**config.mk**
```make
export PLATFORM = sky130hd
export DESIGN_NAME = a2d_sched
export DESIGN_NICKNAME = d
export VERILOG_FILES = /design/src/rtl/a2d_sched_pkg.sv /design/src/rtl/a2d_sched_load_avg.sv /design/src/rtl/a2d_sched.sv
export SDC_FILE = /design/constraint.sdc
export NUM_CORES = 1
export LEC_CHECK = 0
export CORE_MARGIN = 2
export CORE_UTILIZATION = 35
export DETAILED_ROUTE_END_ITERATION = 10
export PLACE_DENSITY = 0.66
export REMOVE_ABC_BUFFERS = 1
export SLEW_MARGIN = 20
export SYNTH_ARGS = -nofsm -noshare
export SYNTH_HDL_FRONTEND = slang
export SYNTH_SLANG_ARGS = --single-unit
export TNS_END_PERCENT = 20
```
**constraint.sdc**
```tcl
create_clock -name clk -period 4.1 [get_ports clk]
set_input_delay 1.025 -clock clk [delete_from_list [all_inputs] [get_ports clk]]
set_output_delay 1.025 -clock clk [all_outputs]
set_load 0.01 [all_outputs]
```
**src/rtl/a2d_sched_pkg.sv**
```systemverilog
// a2d_sched_pkg: shared types, default channels and command builder for a2d_sched
package a2d_sched_pkg;
  localparam int RES_W = 12;
  localparam logic [2:0] CH_LFT_D = 3'd0;
  localparam logic [2:0] CH_RGHT_D = 3'd4;
  localparam logic [2:0] CH_STEER_D = 3'd5;
  localparam logic [2:0] CH_BATT_D = 3'd6;
  typedef enum logic [2:0] {
    IDLE = 3'd0,
    CMD = 3'd1,
    WAIT1 = 3'd2,
    GAP = 3'd3,
    READ = 3'd4,
    WAIT2 = 3'd5
  } state_t;
  typedef logic [1:0] idx_t;
  function automatic logic [15:0] build_cmd(input logic [2:0] ch);
    return {2'b00, ch, 11'h000};
  endfunction
endpackage

```
**src/rtl/a2d_sched_load_avg.sv**
```systemverilog
// load_avg: two-sample 12-bit averager with a 13-bit sum so nothing overflows
module load_avg
  import a2d_sched_pkg::*;
(
  input  logic [RES_W-1:0] a,
  input  logic [RES_W-1:0] b,
  output logic [RES_W-1:0] avg
);
  logic [RES_W:0] sum;
  // widen before adding so the carry survives the halving
  always_comb begin
    sum = {1'b0, a} + {1'b0, b};
    avg = sum[RES_W:1];
  end
endmodule

```
**src/rtl/a2d_sched.sv**
```systemverilog
// a2d_sched: round-robin A2D conversion scheduler; LOAD_AVG_EN averages the load cells
module a2d_sched
  import a2d_sched_pkg::*;
#(
  parameter logic [2:0] CH_LFT = CH_LFT_D,
  parameter logic [2:0] CH_RGHT = CH_RGHT_D,
  parameter logic [2:0] CH_STEER = CH_STEER_D,
  parameter logic [2:0] CH_BATT = CH_BATT_D
) (
  input  logic        clk,
  input  logic        rst,
  input  logic        nxt,
  output logic        wrt,
  output logic [15:0] cmd,
  input  logic        done,
  input  logic [15:0] rd_data,
  output logic [11:0] lft_load,
  output logic [11:0] rght_load,
  output logic [11:0] steer_pot,
  output logic [11:0] batt,
  output logic        upd,
  output logic        busy
);
  state_t state, nxt_state;
  idx_t idx;
  logic [2:0] ch;
  logic [11:0] res, lft_new, rght_new;
  logic unused_hi;
  assign unused_hi = ^rd_data[15:12];
  assign res = rd_data[11:0];
`ifdef LOAD_AVG_EN
  load_avg u_lft_avg (.a(lft_load), .b(res), .avg(lft_new));
  load_avg u_rght_avg (.a(rght_load), .b(res), .avg(rght_new));
`else
  assign lft_new = res;
  assign rght_new = res;
`endif
  // channel and command follow the index, which only moves at the end of a conversion
  always_comb begin
    ch = idx == 2'd0 ? CH_LFT : idx == 2'd1 ? CH_RGHT : idx == 2'd2 ? CH_STEER : CH_BATT;
    cmd = build_cmd(ch);
    wrt = !rst && (state == CMD || state == READ);
    upd = !rst && state == WAIT2 && done;
    busy = state != IDLE;
  end
  // next-state decode; done is only honoured in the two wait states
  always_comb begin
    nxt_state = IDLE;
    case (state)
      IDLE: nxt_state = nxt ? CMD : IDLE;
      CMD: nxt_state = WAIT1;
      WAIT1: nxt_state = done ? GAP : WAIT1;
      GAP: nxt_state = READ;
      READ: nxt_state = WAIT2;
      WAIT2: nxt_state = done ? IDLE : WAIT2;
      default: nxt_state = IDLE;
    endcase
  end
  // state register
  always_ff @(posedge clk) begin
    if (rst) state <= IDLE;
    else state <= nxt_state;
  end
  // result capture and round-robin advance on upd
  always_ff @(posedge clk) begin
    if (rst) begin
      idx <= '0;
      lft_load <= '0;
      rght_load <= '0;
      steer_pot <= '0;
      batt <= '0;
    end else if (upd) begin
      idx <= idx + 2'd1;
      lft_load <= idx == 2'd0 ? lft_new : lft_load;
      rght_load <= idx == 2'd1 ? rght_new : rght_load;
      steer_pot <= idx == 2'd2 ? res : steer_pot;
      batt <= idx == 2'd3 ? res : batt;
    end
  end
endmodule

```
== Word level (Yosys, flattened, before mapping) ==
Cells that the tools add are included.

* Bits in registers: 53
* Bits of input ports: 20
* Output and inout port bits: 67

* Add/sub/neg operators: 1
* Equality and inequality tests: 8
* Muxes and demuxes: 7
* Reductions and logical operators: 12

{| class="wikitable"
|+ Operators with widths
! kind !! count
|-
| 3-bit one-hot mux with 6 select lines || 1
|-
| 2-bit AND reduction || 4
|-
| 3-bit by 2-bit == test with 1-bit output (second input constant) || 2
|-
| 3-bit == test (second input constant) || 2
|-
| 3-bit two-way mux || 2
|-
| 2-bit == test (second input constant) || 2
|-
| 2-bit two-way mux || 2
|-
| 3-bit by 1-bit == test with 1-bit output (second input constant) || 1
|-
| 1-bit logical AND || 3
|-
| 3-bit zero test || 1
|-
| 3-bit nonzero test || 1
|-
| 2-bit by 1-bit adder with 2-bit output (second input constant) || 1
|-
| 2-bit by 1-bit == test with 1-bit output (second input constant) || 1
|-
| 2-bit zero test || 1
|-
| 1-bit two-way mux || 2
|-
| 1-bit zero test || 1
|-
| 1-bit logical OR || 1
|}

== Logic depth before layout (Yosys ltp) ==
* Word-level depth: 4
* Gate-level depth with buffers: 6

== Least setup slack after synthesis ==
Ideal clock, no wire load.

* Path kind: input -> output
* From: input port rst
* To: output port upd
* Arrival: 1.678 ns
* Data required time: 3.075 ns
* Slack: 1.397 ns
* Stages on the path: 3
* Buffers on the path: 1
* Path through: buf_6 > and4bb_2 > and2_1

* Cells in the longest elaborated chain, start to end: 3

{| class="wikitable"
|+ RTL lines
! item !! line !! RTL
|-
| start, declared || a2d_sched.sv:11 || <nowiki>input logic rst,</nowiki>
|-
| 1-bit zero test || a2d_sched.sv:43 || <nowiki>upd = !rst && state == WAIT2 && done;</nowiki>
|-
| 1-bit logical AND (2 in series) || a2d_sched.sv:43 ||
|-
| end, declared || a2d_sched.sv:21 || <nowiki>output logic upd,</nowiki>
|}

No other way between the ends.

== Final worst setup path ==
* From: input port done
* To: output port upd

* Cells in the longest elaborated chain, start to end: 1

{| class="wikitable"
|+ RTL lines
! item !! line !! RTL
|-
| start, declared || a2d_sched.sv:15 || <nowiki>input logic done,</nowiki>
|-
| 1-bit logical AND || a2d_sched.sv:43 ||
|}

No other way between the ends.

==> metrics list <==
- Fin. max-slew vios: 0
- The detailed router placed 2040 vias in this run.
* Core region area: 0.00628 mm^2
- In the final routed layout, each cell accounts on average for 15.1 um.
* Later-pin clock latency in the skew report: 0.30 ns
* Fin crit share: 88.6%
- At the end of the flow, the number of nets in the layout was 334.
- Mapped cell area: 0.00225 mm^2
- The total count of hold-check failures in the final report was 0.
- In this run the horizontal extent of the chip is 84.2 um.
* Pin count of the biggest net entering global routing: 38
- TritonCTS built the clock tree.
* H-tree depth reported by CTS: 2
- First drt pass iteration count: 4
- Setup repair after global routing left no endpoint under its margin.
- For the worst setup path, the data required time is 3.07 ns.
- The first global-routing pass estimated 9.40 mm of wire.
- IR Drop Worst-Case VDD: 161 uV
- At the end of routability-driven placement, the weighted congestion stood at 0.827.
* Kind of path behind the tightest hold check: flop to flop
- STA classifies the critical path startpoint as a primary input.
- The count of nets left with antenna violations once routing finished came out at 0.
- Number of inserted filler cells in the final layout: 631
- Post-Synthesis Mean Instance Area: 8.83 um^2
- Routed Wire Length: 5.84 mm
- Full die area: 0.00709 mm^2
- IO Pins: 87
- For this run, the top clock speed supported by timing is 0.275 GHz.
- Min Tclk post-route: 3.63 ns
* Number of rows in the core area: 29
- Of all nets on the critical path, the largest fanout is 6.
- Counting every sink on the clock net gives 53.
* GRT Util Overall: 16.4%
- After synthesis, the netlist uses 31 different library cells.
* Initial DRC count: 194
- Summed over all nets, the half-perimeter wirelength after detailed placement is 4.03 mm.
* Number of standard cells after synthesis: 255
- Once the floorplan was initialized, standard cells occupied 35.9% of the core.
- Data on the critical path arrives at its endpoint at 2.61 ns.
* Number of buffers added on ports: 69
* Synthesis-to-finish area growth: 31.7%
* Tot Pwr: 0.000895 W
- Summed over all cells, the static leakage comes to 1.02 nW.
* CTS Hold Buffers Added: 0
- Critical Setup Path Class: primary input to output port
* Yosys warning total: 0
- Summed over all layers, the global routing overflow is 0.
- Critical Path, Cell by Cell: clkdlybuf4s50_1 -> and4bb_2 -> and2_1 -> clkdlybuf4s50_1
- Among all stages on the critical path, the largest delay is contributed by sky130_fd_sc_hd__clkdlybuf4s50_1.
- After clock tree synthesis, the repair step resized 0 gates.
* Post-CTS Setup Repair Bufs: 0
- The synthesized design contains 53 register bits.
* Sequential-to-total area share from yosys stat: 47.1%
* Cell seen most often among critical-path stages: sky130_fd_sc_hd__clkdlybuf4s50_1
* Final number of setup-violating endpoints: 0
- Across the run, the number of max-cap violations was 0.
- In this run the vertical extent of the chip is 84.2 um.
* Root buffer cell: sky130_fd_sc_hd__clkbuf_8
* Post-route setup TNS: 0 ns
- Maximum clock path buffer count: 2
* Run status: completed
* Clock-pin slew on the worst setup and hold paths: 0.09 ns
- Clock skew on the completed layout was measured at 0.00560 ns.
- Proportion of layout cells with a drive suffix above 1: 6.45%
- DR DRC count: 0
* Max incr delay on CP: 0.57 ns
* Via count of the first global-routing pass: 1861
- At the pin with the least slew margin, the transition time is 0.931 ns.
* Initial antenna violation count: 0
- Dividing the detail-routed via count by the number of cells gives 5.27.
- In this run the tightest slew margin relative to its limit is 37.6%.
- Pwr per Cell Area: 302 mW/mm^2
- The number of antenna diodes in the final layout is 0.
- Total clock buffers created by CTS: 5
- The worst setup path is captured at an output port.
==> flip-flops by register name (all words and copies together) (netlist names) <==
signal	flops
steer_pot	12
idx	2
batt	12
state	3
rght_load	12
lft_load	12
==> worst max-delay path: cells and delay by family <==
kind,cells,cell delay [ns]
buffers and inverters,2,1.13
and+or+nand+nor,2,0.45
==> path summary, 6_finish.rpt <==
kind	end	startpoint	slack [ns]	depth (start not counted)
setup reg to reg	lft_load[2]$_SDFFE_PP0P_	state[0]$_SDFF_PP0_	2.09	3
hold / removal	lft_load[6]$_SDFFE_PP0P_	lft_load[6]$_SDFFE_PP0P_	0.48	2
setup / recovery	upd	done	0.47	4
hold reg to reg	lft_load[6]$_SDFFE_PP0P_	lft_load[6]$_SDFFE_PP0P_	0.48	2
==> logic make-up after synthesis <==
| kind of cell | after synthesis | share of synthesized area [%] |
|---|---|---|
| AOI/OAI and AO/OA | 94 | 24.9 |
| and+or+nand+nor | 55 | 13.0 |
| xor gates and xnor gates | 2 | 0.778 |
| DFF | 53 | 47.1 |
| adders and majority gates | 5 | 2.78 |
| other | 1 | 0.167 |
| buffers and inverters | 45 | 11.3 |
==> synth_stat cells <==
| cell | instances | area share (%) |
|---|---|---|
| sky130_fd_sc_hd__a21oi_1 | 19 | 4.2 |
| sky130_fd_sc_hd__a31o_2 | 7 | 2.7 |
| sky130_fd_sc_hd__a31oi_1 | 1 | 0.28 |
| sky130_fd_sc_hd__and2_1 | 3 | 0.83 |
| sky130_fd_sc_hd__and4bb_2 | 1 | 0.56 |
| sky130_fd_sc_hd__buf_2 | 6 | 1.3 |
| sky130_fd_sc_hd__buf_4 | 13 | 4.3 |
| sky130_fd_sc_hd__buf_6 | 2 | 1.0 |
| sky130_fd_sc_hd__buf_8 | 1 | 0.67 |
| sky130_fd_sc_hd__clkbuf_1 | 13 | 2.2 |
| sky130_fd_sc_hd__clkbuf_2 | 2 | 0.44 |
| sky130_fd_sc_hd__conb_1 | 1 | 0.17 |
| sky130_fd_sc_hd__dfxtp_1 | 53 | 47 |
| sky130_fd_sc_hd__ha_1 | 5 | 2.8 |
| sky130_fd_sc_hd__inv_1 | 7 | 1.2 |
| sky130_fd_sc_hd__inv_2 | 1 | 0.17 |
| sky130_fd_sc_hd__nand2_1 | 10 | 1.7 |
| sky130_fd_sc_hd__nand2b_1 | 3 | 0.83 |
| sky130_fd_sc_hd__nand3_1 | 22 | 4.9 |
| sky130_fd_sc_hd__nand3b_1 | 1 | 0.33 |
| sky130_fd_sc_hd__nand4_1 | 2 | 0.56 |
| sky130_fd_sc_hd__nand4bb_1 | 1 | 0.50 |
| sky130_fd_sc_hd__nor2_1 | 1 | 0.17 |
| sky130_fd_sc_hd__nor3_1 | 9 | 2.0 |
| sky130_fd_sc_hd__o211ai_1 | 24 | 8.0 |
| sky130_fd_sc_hd__o21ai_0 | 30 | 6.7 |
| sky130_fd_sc_hd__o21ai_1 | 12 | 2.7 |
| sky130_fd_sc_hd__o31ai_1 | 1 | 0.33 |
| sky130_fd_sc_hd__or3_1 | 1 | 0.28 |
| sky130_fd_sc_hd__or3b_2 | 1 | 0.39 |
| sky130_fd_sc_hd__xnor2_1 | 2 | 0.78 |
==> where the power goes <==
group	internal (W)	switching (W)
Clock	0.000119	0.000160
Sequential	0.000518	0.0000110
Combinational	0.0000344	0.0000527
Total	0.000671	0.000224
==> layer usage <==
layer | wire length, um | global-route usage (%)
met5 | 0 | 0
met4 | 91 | 5.43
met3 | 331 | 3.54
met2 | 2770 | 25.2
met1 | 2650 | 22.8
==> cell type report <==
class	count	area, um^2	share of cell area [%]
tap	77	96.3	3.25
multi-input combinational	169	982	33.1
inverter	8	30.0	1.01
timing repair buffer	72	713	24.1
clock inverter	2	10.0	0.338
clock buffer	6	72.6	2.45
sequential	53	1060	35.8
==> layout by cell type, fill, tap and decap left out, types with 2 or more instances in the layout <==
master,instances
sky130_fd_sc_hd__ha_1,5
sky130_fd_sc_hd__clkdlybuf4s50_1,69
sky130_fd_sc_hd__and2_1,3
sky130_fd_sc_hd__dfxtp_1,53
sky130_fd_sc_hd__nand3_1,22
sky130_fd_sc_hd__o21ai_1,12
sky130_fd_sc_hd__a31o_2,7
sky130_fd_sc_hd__clkbuf_8,5
sky130_fd_sc_hd__inv_1,7
sky130_fd_sc_hd__a21oi_1,19
sky130_fd_sc_hd__buf_4,3
sky130_fd_sc_hd__nand4_1,2
sky130_fd_sc_hd__o211ai_1,24
sky130_fd_sc_hd__nand2_1,10
sky130_fd_sc_hd__nand2b_1,3
sky130_fd_sc_hd__xnor2_1,2
sky130_fd_sc_hd__o21ai_0,30
sky130_fd_sc_hd__conb_1,13
sky130_fd_sc_hd__nor3_1,9
sky130_fd_sc_hd__clkinv_2,2
==> metrics by stage <==
stage	setup slack (ns)	instances	instance area (um^2)	util [%]	hold WS, ns
after CTS	0.469	387	2970	47.2	0.482
after global placement	0.477	379	2880	45.9	0.462
after global routing	0.413	387	2970	47.2	0.504
final	0.468	387	2970	47.2	0.481
after detailed placement	0.470	379	2880	45.9	0.469
after floorplan	1.30	230	2070	-	0.486
Power figures use the tool's default switching activity.
